<file path="src/rtl/fetch_unit_pkg.sv">
// Shared definitions for the instruction fetch unit: opcodes, instruction
// field positions, fetch FSM states and the two-word opcode test.
package fetch_unit_pkg;

  localparam logic [3:0] OP_ADD  = 4'b0000;
  localparam logic [3:0] OP_SUB  = 4'b0001;
  localparam logic [3:0] OP_AND  = 4'b0010;
  localparam logic [3:0] OP_OR   = 4'b0011;
  localparam logic [3:0] OP_XOR  = 4'b0100;
  localparam logic [3:0] OP_NOT  = 4'b0101;
  localparam logic [3:0] OP_SHL  = 4'b0110;
  localparam logic [3:0] OP_SHR  = 4'b0111;
  localparam logic [3:0] OP_NAND = 4'b1000;
  localparam logic [3:0] OP_NOR  = 4'b1001;
  localparam logic [3:0] OP_XNOR = 4'b1010;
  localparam logic [3:0] OP_MOV  = 4'b1011;
  localparam logic [3:0] OP_MVI  = 4'b1100;
  localparam logic [3:0] OP_LDA  = 4'b1101;

  // Instruction word field positions
  localparam int OPC_MSB = 15;
  localparam int OPC_LSB = 12;
  localparam int OP1_MSB = 11;
  localparam int OP1_LSB = 8;
  localparam int OP2_MSB = 7;
  localparam int OP2_LSB = 4;

  typedef enum logic {
    ST_WORD1 = 1'b0,
    ST_WORD2 = 1'b1
  } fetch_state_e;

  // MVI and LDA carry a second word (immediate / address)
  function automatic logic is_two_word(input logic [3:0] op);
    return (op == OP_MVI) || (op == OP_LDA);
  endfunction

endpackage

</file>
<file path="src/rtl/fetch_unit_if.sv">
// Control, ROM and decode signals of the fetch unit.
// slave: the fetch unit itself; master: whatever sequences and observes it.
interface fetch_unit_if #(
  parameter int ADDR_W = 8,
  parameter int INS_W  = 16
);
  logic              en;
  logic              pc_load;
  logic              pc_inc;
  logic              ins_load;
  logic [ADDR_W-1:0] rom_addr;
  logic [INS_W-1:0]  rom_data;
  logic [3:0]        opcode;
  logic [3:0]        op1_addr;
  logic [3:0]        op2_addr;
  logic [INS_W-1:0]  imm;
  logic [ADDR_W-1:0] pc_snap;
  logic              ins_valid;
  logic              imm_valid;
  logic              word2_pend;

  modport slave (
    input  en, pc_load, pc_inc, ins_load, rom_data,
    output rom_addr, opcode, op1_addr, op2_addr, imm, pc_snap,
           ins_valid, imm_valid, word2_pend
  );

  modport master (
    output en, pc_load, pc_inc, ins_load, rom_data,
    input  rom_addr, opcode, op1_addr, op2_addr, imm, pc_snap,
           ins_valid, imm_valid, word2_pend
  );
endinterface

</file>
<file path="src/rtl/fetch_unit_pc_counter.sv">
// Program counter with increment (wrapping) and a snapshot register that
// always captures the pre-increment value.
module pc_counter #(
  parameter int ADDR_W   = 8,
  parameter int RESET_PC = 0
) (
  input  logic              clk,
  input  logic              rst_n,
  input  logic              i_en,
  input  logic              i_inc,
  input  logic              i_load,
  output logic [ADDR_W-1:0] o_pc,
  output logic [ADDR_W-1:0] o_snap
);

  localparam logic [ADDR_W-1:0] PC_RST = ADDR_W'(RESET_PC);

  logic [ADDR_W-1:0] r_pc;
  logic [ADDR_W-1:0] r_snap;

  // PC advances and snapshot captures the current PC while enabled
  always_ff @(posedge clk or negedge rst_n) begin
    if (!rst_n) begin
      r_pc   <= PC_RST;
      r_snap <= '0;
    end else if (i_en) begin
      if (i_inc)  r_pc   <= r_pc + 1'b1;
      if (i_load) r_snap <= r_pc;
    end
  end

  assign o_pc   = r_pc;
  assign o_snap = r_snap;

endmodule

</file>
<file path="src/rtl/fetch_unit.sv">
// Instruction fetch unit: PC drives the ROM address directly, first words
// land in IR, second words of MVI/LDA land in the immediate register.
module fetch_unit
  import fetch_unit_pkg::*;
#(
  parameter int ADDR_W   = 8,
  parameter int INS_W    = 16,
  parameter int RESET_PC = 0
) (
  input  logic         clk,
  input  logic         rst_n,
  fetch_unit_if.slave  bus
);

  // Only the decoded fields (bits 15:4) are kept; the low nibble is never read
  localparam int IR_LSB = OP2_LSB;
  localparam int IR_W   = OPC_MSB - IR_LSB + 1;

  fetch_state_e      r_state;
  fetch_state_e      w_state_nxt;
  logic              w_ld_ir;
  logic              w_ld_imm;
  logic [3:0]        w_rom_opc;
  logic [IR_W-1:0]   r_ir;
  logic [INS_W-1:0]  r_imm;
  logic              r_ins_vld;
  logic              r_imm_vld;
  logic [ADDR_W-1:0] w_pc;
  logic [ADDR_W-1:0] w_snap;

  pc_counter #(
    .ADDR_W   (ADDR_W),
    .RESET_PC (RESET_PC)
  ) u_pc (
    .clk    (clk),
    .rst_n  (rst_n),
    .i_en   (bus.en),
    .i_inc  (bus.pc_inc),
    .i_load (bus.pc_load),
    .o_pc   (w_pc),
    .o_snap (w_snap)
  );

  assign w_rom_opc = bus.rom_data[OPC_MSB:OPC_LSB];

  // Next-state and load strobes: an ins_load is steered to IR or imm by state
  always_comb begin
    w_state_nxt = r_state;
    w_ld_ir     = 1'b0;
    w_ld_imm    = 1'b0;
    if (bus.en && bus.ins_load) begin
      case (r_state)
        ST_WORD1: begin
          w_ld_ir = 1'b1;
          if (is_two_word(w_rom_opc)) w_state_nxt = ST_WORD2;
        end
        ST_WORD2: begin
          w_ld_imm    = 1'b1;
          w_state_nxt = ST_WORD1;
        end
        default: w_state_nxt = ST_WORD1;
      endcase
    end
  end

  // FSM state register
  always_ff @(posedge clk or negedge rst_n) begin
    if (!rst_n) r_state <= ST_WORD1;
    else        r_state <= w_state_nxt;
  end

  // IR/imm capture and one-cycle valid flags (strobes are already gated by en)
  always_ff @(posedge clk or negedge rst_n) begin
    if (!rst_n) begin
      r_ir      <= '0;
      r_imm     <= '0;
      r_ins_vld <= 1'b0;
      r_imm_vld <= 1'b0;
    end else begin
      r_ins_vld <= w_ld_ir;
      r_imm_vld <= w_ld_imm;
      if (w_ld_ir)  r_ir  <= bus.rom_data[OPC_MSB:IR_LSB];
      if (w_ld_imm) r_imm <= bus.rom_data;
    end
  end

  assign bus.rom_addr   = w_pc;
  assign bus.pc_snap    = w_snap;
  assign bus.opcode     = r_ir[OPC_MSB-IR_LSB:OPC_LSB-IR_LSB];
  assign bus.op1_addr   = r_ir[OP1_MSB-IR_LSB:OP1_LSB-IR_LSB];
  assign bus.op2_addr   = r_ir[OP2_MSB-IR_LSB:OP2_LSB-IR_LSB];
  assign bus.imm        = r_imm;
  // A pulse falling in a disabled cycle is dropped, not deferred
  assign bus.ins_valid  = r_ins_vld & bus.en;
  assign bus.imm_valid  = r_imm_vld & bus.en;
  assign bus.word2_pend = (r_state == ST_WORD2);

endmodule
</file>
<file path="src/flat_wrapper.sv">
// flat-port wrapper written by rule: the top's interface ports become plain ports
module fetch_unit_flat import fetch_unit_pkg::*;
#(
  parameter int ADDR_W   = 8,
  parameter int INS_W    = 16,
  parameter int RESET_PC = 0
)
  (clk, rst_n, bus_en, bus_pc_load, bus_pc_inc, bus_ins_load, bus_rom_data, bus_rom_addr, bus_opcode, bus_op1_addr, bus_op2_addr, bus_imm, bus_pc_snap, bus_ins_valid, bus_imm_valid, bus_word2_pend);
  fetch_unit_if #(.ADDR_W(ADDR_W), .INS_W(INS_W)) bus_i ();
  input  logic clk;
  input  logic rst_n;
  input wire logic [$bits(bus_i.en)-1:0] bus_en;
  input wire logic [$bits(bus_i.pc_load)-1:0] bus_pc_load;
  input wire logic [$bits(bus_i.pc_inc)-1:0] bus_pc_inc;
  input wire logic [$bits(bus_i.ins_load)-1:0] bus_ins_load;
  input wire logic [$bits(bus_i.rom_data)-1:0] bus_rom_data;
  output wire logic [$bits(bus_i.rom_addr)-1:0] bus_rom_addr;
  output wire logic [$bits(bus_i.opcode)-1:0] bus_opcode;
  output wire logic [$bits(bus_i.op1_addr)-1:0] bus_op1_addr;
  output wire logic [$bits(bus_i.op2_addr)-1:0] bus_op2_addr;
  output wire logic [$bits(bus_i.imm)-1:0] bus_imm;
  output wire logic [$bits(bus_i.pc_snap)-1:0] bus_pc_snap;
  output wire logic [$bits(bus_i.ins_valid)-1:0] bus_ins_valid;
  output wire logic [$bits(bus_i.imm_valid)-1:0] bus_imm_valid;
  output wire logic [$bits(bus_i.word2_pend)-1:0] bus_word2_pend;
  assign bus_i.en = bus_en;
  assign bus_i.pc_load = bus_pc_load;
  assign bus_i.pc_inc = bus_pc_inc;
  assign bus_i.ins_load = bus_ins_load;
  assign bus_i.rom_data = bus_rom_data;
  assign bus_rom_addr = bus_i.rom_addr;
  assign bus_opcode = bus_i.opcode;
  assign bus_op1_addr = bus_i.op1_addr;
  assign bus_op2_addr = bus_i.op2_addr;
  assign bus_imm = bus_i.imm;
  assign bus_pc_snap = bus_i.pc_snap;
  assign bus_ins_valid = bus_i.ins_valid;
  assign bus_imm_valid = bus_i.imm_valid;
  assign bus_word2_pend = bus_i.word2_pend;
  fetch_unit #(.ADDR_W(ADDR_W), .INS_W(INS_W), .RESET_PC(RESET_PC)) u_core (.clk(clk), .rst_n(rst_n), .bus(bus_i));
endmodule
</file>
<file path="config.mk">
export PLATFORM = sky130hd
export DESIGN_NAME = fetch_unit_flat
export DESIGN_NICKNAME = d
export VERILOG_FILES = /design/src/rtl/fetch_unit_pkg.sv /design/src/rtl/fetch_unit_if.sv /design/src/rtl/fetch_unit_pc_counter.sv /design/src/rtl/fetch_unit.sv /design/src/flat_wrapper.sv
export SDC_FILE = /design/constraint.sdc
export NUM_CORES = 1
export LEC_CHECK = 0
export CORE_UTILIZATION = 35
export CTS_CLUSTER_SIZE = 12
export DETAILED_ROUTE_END_ITERATION = 10
export PLACE_DENSITY = 0.66
export SYNTH_ARGS = -nofsm -noshare
export SYNTH_HDL_FRONTEND = slang
export SYNTH_HIERARCHICAL = 1
export SYNTH_SLANG_ARGS = --single-unit
</file>
<file path="constraint.sdc">
create_clock -name clk -period 1.68 [get_ports clk]
set_input_delay 0.336 -clock clk [delete_from_list [all_inputs] [get_ports clk]]
set_output_delay 0.336 -clock clk [all_outputs]
set_load 0.01 [all_outputs]
</file>
# Yosys cells after proc, flatten, opt, wreduce, memory -nomap -nowiden
# Cells that the tools add are included.
# word_totals
reg_bits	47
out_inout_bits	47
elab_cells	23
# classes
n_addsub	1
n_eq_ne	2
mux	6
bitwise_logic	3
reduce_logical	4
# ops
cell	count
adder 8 x 1 -> 8 bit, second input constant	1
== test 4 bit, second input constant	2
2-to-1 mux 1 bit	5
AND reduction 2 bit	2
bitwise AND 1 bit	2
one-hot mux 1 bit (2 select lines)	1
logical AND 1 bit	1
logical OR 1 bit	1
inverter 1 bit	1

# Longest topological paths before layout
# Gate-level depths: netlist of run 1.
# logic_depth
word_depth	4
mapped_depth	4
ltp_nobuf	4

# Hierarchy
# Netlist of run 1, hierarchy kept.
# by_module_without_submodules
module	n_inst	cells_per_inst	area_each_um2	seq_area_each_um2
fetch_unit	1	70	1168.6	775.7
pc_counter	1	46	640.6	400.4

# Least setup slack after synthesis of run 1
# No wires, ideal clock.
# synth_path
kind	reg2reg
from	register u_core.r_state, in the netlist u_core/bus.word2_pend
to	register u_core.r_ir[0]
arrival_ns	1.139
required_ns	1.555
setup_slack_ns	0.416
stages_incl_launch_ff	4
path_buffers	1
synth_period_minus_slack_ns	1.264
cell_sequence	dfrtp_1 nand3b_1 buf_4 mux2_2
# synth_via
elab_chain_len	2
# synth_lines
element	line	rtl
from (decl)	fetch_unit.sv:19	fetch_state_e r_state;
from (signal assigned)	fetch_unit.sv:69	else r_state <= w_state_nxt;
2-to-1 mux 1 bit	fetch_unit.sv:52	case (r_state)
2-to-1 mux 1 bit	fetch_unit.sv:51	if (bus.en && bus.ins_load) begin
to (signal assigned)	fetch_unit.sv:82	if (w_ld_ir) r_ir <= bus.rom_data[OPC_MSB:IR_LSB];
to (decl)	fetch_unit.sv:24	logic [IR_W-1:0] r_ir;
# No other way between the ends.
# A chain may end at the register's enable or synchronous reset.

# Worst setup path after layout of run 1
# layout_path
from	register u_core.r_imm_vld
to	output bus_imm_valid
# layout_via
elab_chain_len	1
# layout_lines
element	line	rtl
from (decl)	fetch_unit.sv:27	logic r_imm_vld;
from (signal assigned)	fetch_unit.sv:81	r_imm_vld <= w_ld_imm;
bitwise AND 1 bit	fetch_unit.sv:95	assign bus.imm_valid = r_imm_vld & bus.en;
to (decl)	flat_wrapper.sv:24	output wire logic [$bits(bus_i.imm_valid)-1:0] bus_imm_valid;
# No other way between the ends.

==> results.md, run 1 <==
* CP startpoint kind: flop
* Max FO, Critical Path at 1
* First-pass GRT wire length at 6210 µm
* Antenna diode count at 0
* Kind of critical path: flop to output pin
* # fillers at 433
* Initial DRC Count at 57
* Via count at 1225
* Clock sinks at 47
* Outcome: complete, no violations
* Number of primary I/O pins at 69
* Crit path arrival time at 1.29 ns
* Layout Nets at 223
* Iteration count of the initial detailed-routing pass at 5
* Area of the mapped netlist at 1809 µm²
* Initial core utilization at 0.3732
* Core box area at 4848 µm²
* Port bufs at 68
* TritonCTS clock tree: built
* Pre-CTS setup slack at -0.2153 ns
* Vias per Instance at 4.571
* Total gr overflow at 0
* Clk_skew at 0.003564 ns
* Share of the synthesized area in the top cell type at 0.6501
* Cell taking the most area after synthesis: dfrtp_1
* Register area at 1182 µm²
* Final ANT Viol Nets at 0
* Flop2flop setup slack at 0.50 ns
* Row count at 25
* H-tree Lvls at 2
* Power per cell area at 1394 nW/µm²
* Die height at 73.90 µm
* Post-Syn Instances at 116
* Die X at 73.90 µm
* Clock-pin slew on the worst setup and hold paths at 0.07 ns
* Worst slew margin at 0.6337
* Hold slack at 0.01894 ns
* Reg2Reg Depth at 3
* Gpl congestion at 0.6815
* Synth Warn # at 6
* Share of the yosys chip area belonging to registers at 0.6501
* Final Hold Viols at 0
* Final Slew Violations at 0
* CTS root buf: clkbuf_8
* Number of global-route vias before repair at 1328
* Worst Tran Pin Value at 0.5495 ns
* Synth Net Count at 139
* # setup viols final at 0
* Part of the cycle the worst path needs at 0.9667
* DRC viols at 0
* Worst hold path class: primary input to asynchronous set/reset pin
* Worst setup EP type: output pin
* Latest clock arrival within the worst-skew pair at 0.30 ns
* Max-Cap Viols at 0
* Worst Setup Slack, final at 0.05595 ns
* Peak Freq at 615.7 MHz
* Period minus WS final at 1.624 ns
* Multi-input gate area at 606.8 µm²
* Share of layout cells above drive strength 1 at 0.3234
* Cells taking the most area after synthesis: dfrtp_1 (65%), mux2_2 (23%), xor2_1 (2.4%)
* Clock tree buffer depth at 2
* DP HPWL at 2957 µm
* Leakage at 0.001237 µW
* Unrepaired setup endpoints after global routing: no
* Drt total wl at 3807 µm
* Largest net degree at the start of global routing at 26
* VDD IR max at 738.2 µV
* Syn avg cell area at 15.60 µm²
* GRT Util Overall at 0.1569
* FF-to-FF End: u_core/r_ir[5]
* TritonCTS buffer count at 5
* Area Overhead vs Synth at 52.21%
* R2r startpoint: u_core/bus.word2_pend
* Die area at 5460 µm²
* Distinct cells, synth at 19
* Crit path launch: u_core/r_imm_vld
* Initial antenna violation count at 0
* Number of synthesized register bits at 47
* Drt wl/cell at 14.21 µm
* Worst setup endpoint: bus_imm_valid
* Worst Path Required at 1.34 ns
[cells in the mapped netlist]
library cell and count:
mux2_2 37, nand3_2 1, nand2_2 1, nor4_2 1, ha_1 1, nand3b_1 1
nor2_1 2, buf_4 1, and2_1 2, o31ai_1 1, inv_1 2, nand3_1 2
xnor2_1 2, buf_6 1, nor3_1 2, xor2_1 5, nand2_1 6, a21bo_2 1
dfrtp_1 47
[per-layer routing]
layer / wire length (µm) / global-route usage
met5: 0 / 0
met4: 49 / 0.05128
met3: 353 / 0.06722
met2: 1890 / 0.2589
met1: 1515 / 0.1839
[worst max-delay path, cell delays in order (launching register included)]
cell	delay (ns)
dfrtp_1	0.37
and2_1	0.15
clkdlybuf4s50_1	0.47
[report_power, final]
group	switching, µW	leakage, µW	internal, µW	total [µW]
Sequential	254	0.000574	1490	1740
Clock	342	0.0000515	375	718
Combinational	485	0.000612	893	1380
Total	1080	0.00124	2760	3840
[worst min-delay path by stage]
| stage | slack, ns | start | cells after the start | endpoint |
|---|---|---|---|---|
| 2_1_floorplan | 0.04 | rst_n | 0 | u_core/bus.imm[0] |
| 3_3_place_gp | 0.35 | rst_n | 1 | u_core/u_pc/o_snap[5] |
| 3_5_place_dp | 0.35 | rst_n | 1 | u_core/u_pc/o_snap[2] |
| 4_1_cts | 0.02 | rst_n | 1 | u_core/u_pc/o_snap[6] |
| 5_1_grt | 0.04 | rst_n | 1 | u_core/u_pc/o_snap[6] |
| 6_report | 0.02 | rst_n | 1 | u_core/u_pc/o_snap[2] |
[kinds of logic after synthesis]
| kind of cell | after synthesis | share of synthesized area |
|---|---|---|
| AO/OA/AOI/OAI | 2 | 0.009684 |
| flip-flops | 47 | 0.6501 |
| multiplexers | 37 | 0.2303 |
| buffers and inverters | 4 | 0.01453 |
| adder cells (fa/ha/maj) | 1 | 0.006915 |
| XOR/XNOR | 7 | 0.03389 |
| AND/OR/NAND/NOR | 18 | 0.05464 |
[area by class of cell]
| class | instances | area share |
|---|---|---|
| sequential | 47 | 0.4293 |
| timing repair buffer | 79 | 0.2808 |
| multi-input combinational | 65 | 0.2204 |
| clock buffer | 8 | 0.03635 |
| tap | 67 | 0.03044 |
| inverter | 2 | 0.002726 |
[state kept, by name, summed over array words and instances, names as in the netlist]
| register | flops |
|---|---|
| u_core/r_imm_vld | 1 |
| u_core/bus.imm | 16 |
| u_core/bus.word2_pend | 1 |
| u_core/u_pc/o_pc | 8 |
| u_core/r_ir | 12 |
| u_core/u_pc/o_snap | 8 |
| u_core/r_ins_vld | 1 |
[cells in the final DEF, fill, tap and decap left out, types with 5 or more instances in the layout]
master and count:
clkdlybuf4s50_1 63, dfrtp_1 42, mux2_2 37, buf_4 10, clkbuf_8 7, nand2_1 6, xor2_1 5, dfrtp_2 5
[through the flow]
stage	power [µW]	area [µm²]	TNS (ns)	std cells	utilization
2_1_floorplan	2242	1809	0	116	-
3_3_place_gp	3102	2645	-1.281	260	0.5455
6_report	3839	2754	0	268	0.5680
5_1_grt	4090	2754	0	268	0.5680
3_5_place_dp	3161	2645	-1.476	260	0.5455
4_1_cts	3898	2745	0	268	0.5662
[what timing repair did]
item                                    in CTS  in global routing
resized for setup                            4                  5
setup buffers                                0                  0
endpoints found under the setup margin       4                  5
hold buffers                                 0                  0
pin swaps                                    0                  0
cloned                                       0                  0
(Power assumes the default switching activity.)
==> run 2, diff against run 1 <==
- CELL_PAD_IN_SITES_DETAIL_PLACEMENT: default -> 0
- CELL_PAD_IN_SITES_GLOBAL_PLACEMENT: default -> 1
- CORE_UTILIZATION: 35 -> 34
- PLACE_DENSITY: 0.66 -> 0.88
- TNS_END_PERCENT: default -> 10
==> run 2 against run 1 <==
Against the previous run:
- first-iteration DRC count decreased by 33%
- sequential cell count unchanged
- cell count increased by 0.75%
- largest cell class unchanged
- largest power group unchanged
==> results.md, run 2 (synthesized netlist as in run 1, its figures left out) <==
* Worst Tran Pin Value at 0.2494 ns (was 0.5495 ns)
* Drt total wl at 3737 µm (was 3807 µm)
* Combinational share of power at 0.368 (was 0.359)
* Sw frac at 0.2920 (was 0.2818)
* Fin Setup TNS at 0 ns (unchanged)
* Part of the power in the clock network at 0.174 (was 0.187)
* GRT Util Overall at 0.1439 (was 0.1569)
* Internal at 2673 µW (was 2757 µW)
* Clock-pin slew on the worst setup and hold paths at 0.09 ns (was 0.07 ns)
* Worst-path cell chain: clkdlybuf4s50_1 (was and2_1 > clkdlybuf4s50_1)
* Port bufs at 68 (unchanged)
* Worst setup EP type: output pin (unchanged)
* Reg power frac at 0.457 (was 0.454)
* Row count at 26 (was 25)
* DRC viols at 0 (unchanged)
* Clk_skew at 0.006421 ns (was 0.003564 ns)
* Psw at 1102 µW (was 1082 µW)
* Max FO, Critical Path at 5 (was 1)
* Max reg flops at 16 (unchanged)
* Max-Cap Viols at 0 (unchanged)
* Worst slew margin at 0.8323 (was 0.6337)
* H-tree Lvls at 2 (unchanged)
* Initial core utilization at 0.3542 (was 0.3732)
* Pre-CTS setup slack at -0.1579 ns (was -0.2153 ns)
* Worst Setup Slack, final at 0.05437 ns (was 0.05595 ns)
* DP HPWL at 2659 µm (was 2957 µm)
* Worst Path Required at 1.34 ns (about the same)
* Post-CTS Setup Inserts at 0 (unchanged)
* VDD IR max at 680.0 µV (was 738.2 µV)
* Vias per Instance at 4.533 (was 4.571)
* Unrepaired setup endpoints after global routing: no (unchanged)
* Die X at 74.95 µm (was 73.90 µm)
* Part of the cycle the worst path needs at 0.9676 (was 0.9667)
* Most frequent cells in the layout: clkdlybuf4s50_1 (65), dfrtp_1 (45), mux2_2 (37) (was clkdlybuf4s50_1 (63), dfrtp_1 (42), mux2_2 (37))
* WP buf/inv at 1 (unchanged)
* Largest net degree at the start of global routing at 48 (was 26)
* Leakage at 0.001221 µW (was 0.001237 µW)
* First-pass GRT wire length at 5851 µm (was 6210 µm)
* Kind of critical path: flop to output pin (unchanged)
* Latest clock arrival within the worst-skew pair at 0.29 ns (was 0.30 ns)
* Gpl congestion at 0.6888 (was 0.6815)
* Outcome: complete, no violations (unchanged)
* Clock sinks at 47 (unchanged)
* # fillers at 461 (was 433)
* Share of layout cells above drive strength 1 at 0.3050 (was 0.3234)
* Number of global-route vias before repair at 1211 (was 1328)
* Drt wl/cell at 13.84 µm (was 14.21 µm)
* Final ANT Viol Nets at 0 (unchanged)
* Via count at 1224 (was 1225)
* CP max stage delay at 0.58 ns (was 0.47 ns)
* Crit path arrival time at 1.29 ns (about the same)
* Number of primary I/O pins at 69 (unchanged)
* Total Power at 3775 µW (was 3839 µW)
* CP startpoint kind: flop (unchanged)
* # setup viols final at 0 (unchanged)
* Area Overhead vs Synth at 52.77% (was 52.21%)
* Iteration count of the initial detailed-routing pass at 4 (was 5)
* TritonCTS buffer count at 5 (unchanged)
* Total gr overflow at 0 (unchanged)
* Period minus WS final at 1.626 ns (was 1.624 ns)
* Family with the most delay on the worst path: buffers and inverters (unchanged)
* Die height at 74.95 µm (was 73.90 µm)
* Die area at 5617 µm² (was 5460 µm²)
* Antenna diode count at 0 (unchanged)
* Final Util at 0.5412 (was 0.5680)
* TritonCTS clock tree: built (unchanged)
* Final Slew Violations at 0 (unchanged)
* Most common library cell in the layout ignoring fill and taps: clkdlybuf4s50_1 (unchanged)
* Layout Nets at 222 (was 223)
* Power per cell area at 1366 nW/µm² (was 1394 nW/µm²)
* Peak Freq at 615.1 MHz (was 615.7 MHz)
* Final Hold Viols at 0 (unchanged)
* Initial antenna violation count at 0 (unchanged)
* Initial DRC Count at 38 (was 57)
* Slowest cell on crit path: clkdlybuf4s50_1 (unchanged)
* Clock tree buffer depth at 2 (unchanged)
* Core box area at 5107 µm² (was 4848 µm²)
* Worst hold path class: primary input to asynchronous set/reset pin (unchanged)
* CTS root buf: clkbuf_8 (unchanged)
## run 2: cell count changes in the layout (fill, tap and decap cells not counted), sizes merged
| cell | previous run | this run |
|---|---|---|
| clkbuf | 8 | 6 |
| clkdlybuf4s50 | 63 | 65 |
| dlymetal6s2s | 2 | 0 |
| buf | 12 | 11 |
| clkinv | 0 | 1 |
| clkinvlp | 0 | 1 |
## run 2: repair_timing
| action | CTS | global route |
|---|---|---|
| gates resized for setup | 3 | 1 |
| setup endpoints to repair | 3 | 1 |
| hold buffers | 0 | 0 |
| hold endpoints to repair | 0 | 0 |
## run 2: through the flow
stage	cell area, µm²	hold WS, ns	cells
global placement	2679	0.3401	262
floorplan	1809	0.04041	116
detailed placement	2679	0.3418	262
global route	2764	0.01950	270
CTS	2763	0.01121	270
finish	2764	0.008797	270
## run 2: area by class of cell
| class | instances | area (µm²) | area share |
|---|---|---|---|
| clock buffers | 6 | 72.57 | 0.02626 |
| repair buffers | 78 | 798.3 | 0.2888 |
| clock inverters | 2 | 12.51 | 0.004527 |
| flip-flops and latches | 47 | 1179 | 0.4264 |
| multi-input cells | 65 | 606.8 | 0.2196 |
| inverters | 2 | 7.507 | 0.002716 |
| well taps | 70 | 87.58 | 0.03169 |
## run 2: routing by layer
| layer | up-vias | track usage | wire length, µm |
|---|---|---|---|
| met4 | 0 | 0.05031 | 36 |
| met3 | 5 | 0.07363 | 386 |
| met1 | 602 | 0.1764 | 1575 |
| met5 | - | 0 | 0 |
| li1 | 566 | - | - |
| met2 | 51 | 0.2192 | 1737 |
## run 2: worst paths after layout
check / startpoint / cells past startpoint / slack [ns] / endpoint
setup / recovery: u_core/u_pc/o_pc[4] / 1 / 0.05 / bus_rom_addr[4]
hold / removal: rst_n / 2 / 0.009 / u_core/bus.imm[4]
max in group asynchronous: rst_n / 2 / 1.44 / u_core/u_pc/o_pc[3]
hold reg to reg: u_core/r_ir[1] / 1 / 0.51 / u_core/r_ir[1]
setup reg to reg: u_core/bus.word2_pend / 3 / 0.47 / u_core/r_ir[2]
min in group clk: u_core/r_ir[1] / 1 / 0.51 / u_core/r_ir[1]
## run 2: worst register-to-register path, cell delays in order, from the launching register on
cell and delay (ns):
dfrtp_1 0.42, nand3b_1 0.22, buf_4 0.19, mux2_2 0.28
## run 2: power by group through the flow
stage | Clock, µW | Combinational [µW] | Sequential [µW]
2_1_floorplan | 0 | 367 | 1880
3_3_place_gp | 0 | 1380 | 1730
3_5_place_dp | 0 | 1400 | 1740
4_1_cts | 690 | 1410 | 1730
5_1_grt | 730 | 1490 | 1770
6_report | 658 | 1390 | 1730
